**src/rtl/video_capture_if.sv**
```systemverilog
// Video capture bundle: raw timing/pixel inputs from the source, captured
// pixel stream plus sync status back to the consumer.
interface video_capture_if;
  logic        video_hs;
  logic        video_vs;
  logic        video_de;
  logic [15:0] video_rgb;

  logic        pixel_valid;
  logic [15:0] pixel_data;
  logic [10:0] pixel_xpos;
  logic [10:0] pixel_ypos;
  logic        frame_start;
  logic        locked;
  logic        timing_err;
  logic [10:0] h_meas;
  logic [10:0] v_meas;

  // Video source side
  modport master (
    output video_hs, video_vs, video_de, video_rgb,
    input  pixel_valid, pixel_data, pixel_xpos, pixel_ypos,
           frame_start, locked, timing_err, h_meas, v_meas
  );

  // Capture block side
  modport slave (
    input  video_hs, video_vs, video_de, video_rgb,
    output pixel_valid, pixel_data, pixel_xpos, pixel_ypos,
           frame_start, locked, timing_err, h_meas, v_meas
  );
endinterface

```
**src/rtl/video_capture.sv**
```systemverilog
// video_capture: samples raw video timing once, tracks pixel/line position,
// measures line and frame geometry and qualifies pixels through a lock FSM.
//
// state  | meaning
// SEARCH | no frame start seen since reset; pixels are never passed on
// SYNCED | frame boundary known; pixels passed, geometry not yet trusted
// LOCKED | last frame matched H_DISP x V_DISP; violations flag timing_err
module video_capture #(
  parameter logic [10:0] H_DISP = 11'd1024,
  parameter logic [10:0] V_DISP = 11'd768
) (
  input  logic           pixel_clk,
  input  logic           sys_rst_n,
  video_capture_if.slave vid
);

  typedef enum logic [1:0] {
    SEARCH = 2'd0,
    SYNCED = 2'd1,
    LOCKED = 2'd2
  } state_t;

  localparam logic [10:0] CNT_MAX = 11'h7FF;

  logic        hs_s1_q, vs_s1_q, de_s1_q;
  logic [15:0] rgb_s1_q;
  logic        vs_prev_q, de_prev_q;

  logic [10:0] x_q, x_d, y_q, y_d;
  logic [10:0] h_meas_q, h_meas_d, v_meas_q, v_meas_d;
  logic        line_bad_q, line_bad_d;

  state_t      state_q, state_d;

  logic        pixel_valid_q, pixel_valid_d;
  logic [15:0] pixel_data_q;
  logic [10:0] pixel_xpos_q, pixel_ypos_q;
  logic        frame_start_q, frame_start_d;
  logic        locked_q, locked_d;
  logic        timing_err_q, timing_err_d;

  logic        frame_fall, line_end, de_in_vs;
  logic        h_bad, v_bad, lock_err;
  logic [10:0] x_inc, y_inc, v_new;

  // hsync carries no information the DE-based line tracking needs
  logic        unused_hs;
  assign unused_hs = hs_s1_q;

  // Stage S1: one register on every input, plus a delayed copy for edge detect
  always_ff @(posedge pixel_clk or negedge sys_rst_n) begin
    if (!sys_rst_n) begin
      hs_s1_q   <= 1'b0;
      vs_s1_q   <= 1'b0;
      de_s1_q   <= 1'b0;
      rgb_s1_q  <= '0;
      vs_prev_q <= 1'b0;
      de_prev_q <= 1'b0;
    end else begin
      hs_s1_q   <= vid.video_hs;
      vs_s1_q   <= vid.video_vs;
      de_s1_q   <= vid.video_de;
      rgb_s1_q  <= vid.video_rgb;
      vs_prev_q <= vs_s1_q;
      de_prev_q <= de_s1_q;
    end
  end

  assign frame_fall = vs_prev_q & ~vs_s1_q;
  assign line_end   = de_prev_q & ~de_s1_q;
  assign de_in_vs   = de_s1_q & ~vs_s1_q;

  assign x_inc = (x_q == CNT_MAX) ? x_q : x_q + 11'd1;
  assign y_inc = (y_q == CNT_MAX) ? y_q : y_q + 11'd1;
  // A line ending on the frame-start cycle still belongs to the old frame
  assign v_new = line_end ? y_inc : y_q;

  assign h_bad    = line_end && (x_q != H_DISP);
  assign v_bad    = frame_fall && (v_new != V_DISP);
  assign lock_err = h_bad | v_bad | de_in_vs;

  // Position counters, geometry measurement and per-frame bad-line flag
  always_comb begin
    x_d        = x_q;
    y_d        = y_q;
    h_meas_d   = h_meas_q;
    v_meas_d   = v_meas_q;
    line_bad_d = line_bad_q;
    if (line_end) h_meas_d = x_q;
    if (frame_fall) begin
      x_d        = '0;
      y_d        = '0;
      v_meas_d   = v_new;
      line_bad_d = 1'b0;
    end else if (line_end) begin
      x_d = '0;
      y_d = y_inc;
      if (h_bad) line_bad_d = 1'b1;
    end else if (de_s1_q) begin
      x_d = x_inc;
    end
  end

  // Counter and measurement registers
  always_ff @(posedge pixel_clk or negedge sys_rst_n) begin
    if (!sys_rst_n) begin
      x_q        <= '0;
      y_q        <= '0;
      h_meas_q   <= '0;
      v_meas_q   <= '0;
      line_bad_q <= 1'b0;
    end else begin
      x_q        <= x_d;
      y_q        <= y_d;
      h_meas_q   <= h_meas_d;
      v_meas_q   <= v_meas_d;
      line_bad_q <= line_bad_d;
    end
  end

  // FSM state register
  always_ff @(posedge pixel_clk or negedge sys_rst_n) begin
    if (!sys_rst_n) state_q <= SEARCH;
    else            state_q <= state_d;
  end

  // FSM next state; the closing line of a frame is judged on the same cycle
  always_comb begin
    state_d = state_q;
    case (state_q)
      SEARCH: if (frame_fall) state_d = SYNCED;
      SYNCED: if (frame_fall && (v_new == V_DISP) && !line_bad_q && !h_bad)
                state_d = LOCKED;
      LOCKED: if (lock_err) state_d = SYNCED;
      default: state_d = SEARCH;
    endcase
  end

  // FSM outputs; all error sources merge into one pulse
  always_comb begin
    timing_err_d  = (state_q == LOCKED) && lock_err;
    locked_d      = (state_d == LOCKED);
    frame_start_d = frame_fall;
    pixel_valid_d = de_s1_q && (state_q != SEARCH) &&
                    (x_q < H_DISP) && (y_q < V_DISP);
  end

  // Output registers, all driven from S1
  always_ff @(posedge pixel_clk or negedge sys_rst_n) begin
    if (!sys_rst_n) begin
      pixel_valid_q <= 1'b0;
      pixel_data_q  <= '0;
      pixel_xpos_q  <= '0;
      pixel_ypos_q  <= '0;
      frame_start_q <= 1'b0;
      locked_q      <= 1'b0;
      timing_err_q  <= 1'b0;
    end else begin
      pixel_valid_q <= pixel_valid_d;
      pixel_data_q  <= rgb_s1_q;
      pixel_xpos_q  <= x_q;
      pixel_ypos_q  <= y_q;
      frame_start_q <= frame_start_d;
      locked_q      <= locked_d;
      timing_err_q  <= timing_err_d;
    end
  end

  assign vid.pixel_valid = pixel_valid_q;
  assign vid.pixel_data  = pixel_data_q;
  assign vid.pixel_xpos  = pixel_xpos_q;
  assign vid.pixel_ypos  = pixel_ypos_q;
  assign vid.frame_start = frame_start_q;
  assign vid.locked      = locked_q;
  assign vid.timing_err  = timing_err_q;
  assign vid.h_meas      = h_meas_q;
  assign vid.v_meas      = v_meas_q;

endmodule
```
**src/flat_wrapper.sv**
```systemverilog
// flat-port wrapper written by rule: the top's interface ports become plain ports
module video_capture_flat 
#(
  parameter logic [10:0] H_DISP = 11'd1024,
  parameter logic [10:0] V_DISP = 11'd768
)
  (pixel_clk, sys_rst_n, vid_video_hs, vid_video_vs, vid_video_de, vid_video_rgb, vid_pixel_valid, vid_pixel_data, vid_pixel_xpos, vid_pixel_ypos, vid_frame_start, vid_locked, vid_timing_err, vid_h_meas, vid_v_meas);
  video_capture_if vid_i ();
  input  logic pixel_clk;
  input  logic sys_rst_n;
  input wire logic [$bits(vid_i.video_hs)-1:0] vid_video_hs;
  input wire logic [$bits(vid_i.video_vs)-1:0] vid_video_vs;
  input wire logic [$bits(vid_i.video_de)-1:0] vid_video_de;
  input wire logic [$bits(vid_i.video_rgb)-1:0] vid_video_rgb;
  output wire logic [$bits(vid_i.pixel_valid)-1:0] vid_pixel_valid;
  output wire logic [$bits(vid_i.pixel_data)-1:0] vid_pixel_data;
  output wire logic [$bits(vid_i.pixel_xpos)-1:0] vid_pixel_xpos;
  output wire logic [$bits(vid_i.pixel_ypos)-1:0] vid_pixel_ypos;
  output wire logic [$bits(vid_i.frame_start)-1:0] vid_frame_start;
  output wire logic [$bits(vid_i.locked)-1:0] vid_locked;
  output wire logic [$bits(vid_i.timing_err)-1:0] vid_timing_err;
  output wire logic [$bits(vid_i.h_meas)-1:0] vid_h_meas;
  output wire logic [$bits(vid_i.v_meas)-1:0] vid_v_meas;
  assign vid_i.video_hs = vid_video_hs;
  assign vid_i.video_vs = vid_video_vs;
  assign vid_i.video_de = vid_video_de;
  assign vid_i.video_rgb = vid_video_rgb;
  assign vid_pixel_valid = vid_i.pixel_valid;
  assign vid_pixel_data = vid_i.pixel_data;
  assign vid_pixel_xpos = vid_i.pixel_xpos;
  assign vid_pixel_ypos = vid_i.pixel_ypos;
  assign vid_frame_start = vid_i.frame_start;
  assign vid_locked = vid_i.locked;
  assign vid_timing_err = vid_i.timing_err;
  assign vid_h_meas = vid_i.h_meas;
  assign vid_v_meas = vid_i.v_meas;
  video_capture #(.H_DISP(H_DISP), .V_DISP(V_DISP)) u_core (.pixel_clk(pixel_clk), .sys_rst_n(sys_rst_n), .vid(vid_i));
endmodule
```
**config.mk**
```make
export PLATFORM = sky130hd
export DESIGN_NAME = video_capture_flat
export DESIGN_NICKNAME = d
export VERILOG_FILES = /design/src/rtl/video_capture_if.sv /design/src/rtl/video_capture.sv /design/src/flat_wrapper.sv
export SDC_FILE = /design/constraint.sdc
export NUM_CORES = 1
export LEC_CHECK = 0
export BUFFER_PORTS_ARGS = -buffer_cell sky130_fd_sc_hd__buf_4
export CAP_MARGIN = 20
export CORE_AREA = 2 2 121 123
export DETAILED_ROUTE_END_ITERATION = 8
export DIE_AREA = 0 0 123 125
export GPL_TIMING_DRIVEN = 0
export PLACE_DENSITY_LB_ADDON = 0.3
export SLEW_MARGIN = 20
export SYNTH_ARGS = -nofsm -noshare
export SYNTH_HDL_FRONTEND = slang
export SYNTH_SLANG_ARGS = --single-unit
```
**constraint.sdc**
```tcl
create_clock -name pixel_clk -period 4.89 [get_ports pixel_clk]
set_input_delay 0.2445 -clock pixel_clk [delete_from_list [all_inputs] [get_ports pixel_clk]]
set_output_delay 0.2445 -clock pixel_clk [all_outputs]
set_load 0.02 [all_outputs]
```
=== Yosys cells after proc, flatten, opt, wreduce, memory -nomap -nowiden ===
Cells that the tools add are included.

* Register bits after elaboration: 109
* Input bits: 21
* Word-level logic and storage cells: 70

* Multiplexer cells: 14
* $lt $le $gt $ge: 2
* Bitwise logic cells: 7
* Reduce and logical (&&, ||, !) cells: 18
* Add/sub/neg operators: 2
* Eq/ne operators: 9

{| class="wikitable"
|+ Operator list
! operator !! count
|-
| $mux W11 || 7
|-
| $add A11 B1 Y11 const B || 2
|-
| $eq A11 B11 Y1 const B || 2
|-
| $eq A11 B10 Y1 const B || 1
|-
| $lt A11 B10 Y1 const B || 1
|-
| $lt A11 B11 Y1 const B || 1
|-
| $ne A11 B10 Y1 const B || 1
|-
| $ne A11 B11 Y1 const B || 1
|-
| $logic_and A1 B1 Y1 || 9
|-
| $mux W2 || 3
|-
| $pmux W2 S3 || 1
|-
| $reduce_bool A2 Y1 || 3
|-
| $eq A2 B2 Y1 const B || 2
|-
| $reduce_and A2 Y1 || 2
|-
| $and A1 B1 Y1 || 3
|-
| $mux W1 || 3
|-
| $ne A3 B1 Y1 const B || 1
|-
| $reduce_bool A3 Y1 || 1
|-
| $eq A2 B1 Y1 const B || 1
|-
| $logic_not A1 Y1 || 2
|-
| $logic_not A2 Y1 || 1
|-
| $not A1 Y1 || 2
|-
| $or A1 B1 Y1 || 2
|}

=== Depth between registers and ports, before layout ===
* Depth in word-level cells: 10
* Depth in mapped cells: 9
* Depth with buffers taken out: 8

=== Worst setup path before layout ===
Ideal clock, no wire load.

* Path kind: reg-to-reg
* From: register u_core.y_q[0]
* To: register u_core.state_q[0]
* Stages on the path, launching flop included: 9
* Setup time: 0.124 ns
* Slack: 2.924 ns
* Path buffers: 0
* Arrival: 1.842 ns
* Cells stage by stage: dfrtp_1 > ha_1 > and3b_1 > nand4_1 > mux2i_1 > nand3b_1 > o21ai_2 > a21oi_2 > a211o_1

* Longest elaborated chain between the ends: 9
* Elaborated cells on any way between the ends: 15
* Classes of those cells: add/sub: 1; eq/ne: 3; mux: 5; bitwise: 2; reduce/logical: 4

{| class="wikitable"
|+ Ends and longest elaborated chain
! item !! RTL line !! RTL
|-
| from (decl) || video_capture.sv:29 || <nowiki>logic [10:0] x_q, x_d, y_q, y_d;</nowiki>
|-
| from (signal assigned) || video_capture.sv:114 || <nowiki>y_q <= y_d;</nowiki>
|-
| $add A11 B1 Y11 or $eq A11 B11 Y1 (tied branches) || video_capture.sv:74 || <nowiki>assign y_inc = (y_q == CNT_MAX) ? y_q : y_q + 11'd1;</nowiki>
|-
| $mux W11 || video_capture.sv:74 ||
|-
| $mux W11 * || video_capture.sv:76 || <nowiki>assign v_new = line_end ? y_inc : y_q;</nowiki>
|-
| $ne A11 B10 Y1 or $eq A11 B10 Y1 (tied branches) || video_capture.sv:79, video_capture.sv:132 ||
|-
| $logic_and A1 B1 Y1 (on tied branches) || video_capture.sv:79, video_capture.sv:132 ||
|-
| $or A1 B1 Y1 or $logic_and A1 B1 Y1 (tied branches) (2 in a row) || video_capture.sv:80, video_capture.sv:132 ||
|-
| $mux W2 (on tied branches) || video_capture.sv:134, video_capture.sv:132 ||
|-
| $pmux W2 S3 * || video_capture.sv:130 || <nowiki>case (state_q)</nowiki>
|-
| named net u_core.state_d[0] || video_capture.sv:33 || <nowiki>state_t state_q, state_d;</nowiki>
|-
| to (signal assigned) || video_capture.sv:124 || <nowiki>else state_q <= state_d;</nowiki>
|-
| to (decl) || video_capture.sv:33 ||
|}

The timed path passes the listed nets; every way through them passes the cells marked *.
A chain may end at the register's enable or synchronous reset.

=== Worst setup path after layout ===
Same ends and word-level chain as after synthesis.

==> results.md <==
- The die outline width is roughly 120 um.
- The total core area is roughly 0.014 sq mm.
- For this run, the leading register cell type out of synthesis is dfrtp_1.
- The part of the Yosys area used for sequential elements is between 70% and 80%.
- The checks that failed: negative hold slack.
- After the last flow step, the layout net total stands at around 450.
- The area taken by multi-input logic gates is between 0.001 and 0.0015 sq mm.
- The clock reaches the later pin of the worst-skew pair after 340 ps.
- Leaving out fill and tap cells, the most frequent cell in the layout is dfrtp_1.
- Registers take approximately 0.0027 sq mm.
- The relative contribution of sequential cells to total power is between 50% and 60%.
- In this run the tool buffered the top-level ports with 83 buffer cells.
- The final setup skew is ~11 ps.
- The buffers inserted during post-CTS setup optimization is 0.
- The internal power contribution is 0.00138 W.
- After clock tree synthesis, the clock-pin slew on the worst setup and hold paths is ~70 ps.
- The share of total power dissipated in the clock network is between 30% and 40%.
- The number of global-route vias before repair is between 2000 and 3000.
- The I/O pin total is between 80 and 90.
- The sum of overflow across all layers after global routing is 0.
- Routability-driven placement finished with a final weighted congestion of a little over 0.8.
- The post-detailed-route DRC marker count is 0.
- The worst setup path is captured at a flop.
- The height of the die is between 100 and 150 um.
- Subtracting the final worst setup slack from the clock period gives about 2300 ps.
- Setup violations remaining at the end of the flow were counted as 0.
- Compared with the post-synthesis result, the final layout area differs by 33.8%.
- The flow ran to the end, but the final reports show violations.
- Gates resized during post-CTS repair numbered 0.
- The maximum net fanout on the critical path is 6.
- The H-tree was split into 3 levels.
- The number of buffers created by CTS is 9.
- TritonCTS built the clock tree.
- The iteration-0 DRC count of the detailed router is 114.
- The number of max-cap violations is 0.
- CTS placed an instance of clkbuf_16 at the clock tree root.
- For the final routed database, the setup TNS stands at 0 ps.
- Wires add up to around 8400 um.
- The all-layer global routing usage is roughly 11%.
- The layout filler cell count is between 1000 and 1500.
- The tightest hold path in the finished design has a slack of -8.25 ps.
- The summed instance area of the synthesized netlist is between 0.003 and 0.004 sq mm.
- The initial antenna violation count is 0.
- The number of buffers on the longest clock path is 2.
- The antenna diode instance count is 0.
- The number of hold violations in the final report is 3.
- The total count of max-transition violations in the final report is 0.
- Setup repair after global routing left no endpoint under its margin.
- The count of unique library cells instantiated by Yosys is 49.
- The pin count of the biggest net entering global routing is 110.
- The yosys synthesis warning count is 0.
- In the layout the commonest cells are dfrtp_1, buf_4, nand2_1.
- The HPWL after detailed placement is roughly 5700 um.
- For this design, the sink count on the clock tree is roughly 110.
- After detailed routing, the number of vias per cell comes to approximately 4.4.
- The category of the worst setup path launch point is a flop.
- The floorplan step defined a die boundary enclosing approximately 0.015 sq mm.
- The floorplan has 44 rows.
- Dividing total power by cell area gives a power density of about 350 mW/mm^2.
- The final cell utilization of the core is 36.6%.
- Synthesis produced a netlist with a net count of ~340.
- The global-route wire length before repair is 13700 um.
- For this run, asynchronously set or reset flops after synthesis account for 100%.
- The worst voltage drop across the vdd grid is 192 uV.
- Dividing the detail-routed wire length by the instance count gives approximately 14 um.
- The synthesized instance count is 318.
- The detailed-router iteration count before antenna repair is 4.
- The maximum frequency from static timing analysis is roughly 430 MHz.
- In this run the worst hold path is classified as input pin to asynchronous set/reset pin.
- The number of antenna-violating nets in the routed design is 0.
- The static power due to leakage is ~2.5 nW.
- The number of hold buffers added after cts is 17.
- The count of flip-flops with a built-in enable after synthesis is 0.
- The via count is between 2000 and 3000.
- In this run the power spent charging and discharging nets is between 0.0004 and 0.0005 W.
- Overall power consumption after layout is estimated at roughly 0.0018 W.
- For the pin with the worst max-slew slack, the measured transition is around 970 ps.
- Combinational logic is responsible for approximately a tenth of the overall power.
- Cells with a size suffix above 1 make up between 20% and 30% of the layout.
- Measured against its own limit, the worst slew margin works out to a little over a third.
- The switching share of total power is 24.7%.
- The data required time at the worst endpoint is 5120 ps.
- The initial standard-cell utilization of the core is between 20% and 30%.
- STA puts the critical path data arrival time at roughly 2600 ps.
- The average footprint of a synthesized cell is roughly 12 sq um.
- The final critical path takes up a little under half of the cycle.
- The critical path start-end classification is flop to flop.
- The number of storage elements in the synthesis netlist is around 110.
through the flow:
stage	area, sq um	setup WS (ps)	hold WS (ps)	cells
after CTS	5190	2550	2.90	618
after floorplan	3880	2920	-51.1	318
final	5190	2560	-8.25	618
after global routing	5190	2380	0.121	618
after global placement	4730	2630	332	585
after detailed placement	4740	2570	335	585
critical path: stages, from the launching register on:
cell	delay [ps]
dfrtp_1	440
ha_1	290
and3b_1	300
nand4_1	180
mux2i_1	210
nand3b_1	230
o21ai_2	200
a21oi_2	90
a211o_1	270
cells in the mapped netlist, drive strengths merged, types with 2 or more instances:
| library cell | n | area (sq um) |
|---|---|---|
| a211o | 2 | 17.5 |
| a211oi | 2 | 15.0 |
| a21o | 2 | 15.0 |
| a21oi | 8 | 43.8 |
| and3 | 3 | 18.8 |
| and4 | 4 | 37.5 |
| and4b | 2 | 20.0 |
| buf | 4 | 28.8 |
| clkbuf | 9 | 35.0 |
| dfrtp | 109 | 2730 |
| ha | 3 | 37.5 |
| inv | 4 | 15.0 |
| mux2i | 3 | 30.0 |
| nand2 | 51 | 191 |
| nand2b | 4 | 25.0 |
| nand3 | 8 | 40.0 |
| nand3b | 2 | 15.0 |
| nand4 | 8 | 50.1 |
| nor2 | 29 | 109 |
| nor3 | 5 | 25.0 |
| nor4 | 2 | 12.5 |
| nor4b | 2 | 17.5 |
| o211ai | 2 | 20.0 |
| o21ai | 23 | 119 |
| xnor2 | 5 | 43.8 |
| xor2 | 7 | 61.3 |
flip-flops by register name (all words and copies together) (netlist names), 2 cells and up:
| name | flops |
|---|---|
| u_core.rgb_s1_q | 16 |
| u_core.state_q | 2 |
| u_core.vid.h_meas | 11 |
| u_core.vid.pixel_data | 16 |
| u_core.vid.pixel_xpos | 11 |
| u_core.vid.pixel_ypos | 11 |
| u_core.vid.v_meas | 11 |
| u_core.x_q | 11 |
| u_core.y_q | 11 |
logic make-up after synthesis:
family,count (synthesis),synth area share [%]
XOR/XNOR,12,2.71
adder cells (fa/ha/maj),3,0.967
multiplexers,3,0.774
buffers and inverters,18,2.13
AND/OR/NAND/NOR,128,16.0
AO/OA/AOI/OAI,45,7.19
flip-flops,109,70.3
metal layers:
metal | wire length [um] | track usage, %
met4 | 149 | 4.81
met1 | 4020 | 15.6
met2 | 3780 | 17.3
met3 | 416 | 2.42
met5 | 0 | 0
power groups by stage:
stage | Clock, W | Combinational (W) | Sequential [W]
detailed placement | 0 | 0.000177 | 0.000988
global placement | 0 | 0.000175 | 0.000986
global route | 0.000754 | 0.000204 | 0.000975
CTS | 0.000719 | 0.000189 | 0.000970
finish | 0.000685 | 0.000185 | 0.000969
floorplan | 0 | 0.0000563 | 0.00101
path summary, 6_finish.rpt:
path	from	end	slack [ps]	cells past startpoint
max in group asynchronous	sys_rst_n	u_core.x_q[1]	4210	1
min in group pixel_clk	vid_video_rgb[15]	u_core.rgb_s1_q[15]	20	1
setup / recovery	u_core.y_q[0]	u_core.state_q[0]	2560	8
hold / removal	sys_rst_n	u_core.rgb_s1_q[13]	-8	1
hold reg to reg	u_core.rgb_s1_q[9]	u_core.vid.pixel_data[9]	350	0
setup reg to reg	u_core.y_q[0]	u_core.state_q[0]	2560	8
area by class of cell:
class	instances	area share, %
well taps	184	4.43
clock buffers	10	4.60
flip-flops and latches	109	52.5
multi-input cells	191	20.6
inverters	5	0.361
plain buffers	13	1.23
repair buffers	100	15.3
clock inverters	6	0.867
(Power assumes the default switching activity.)
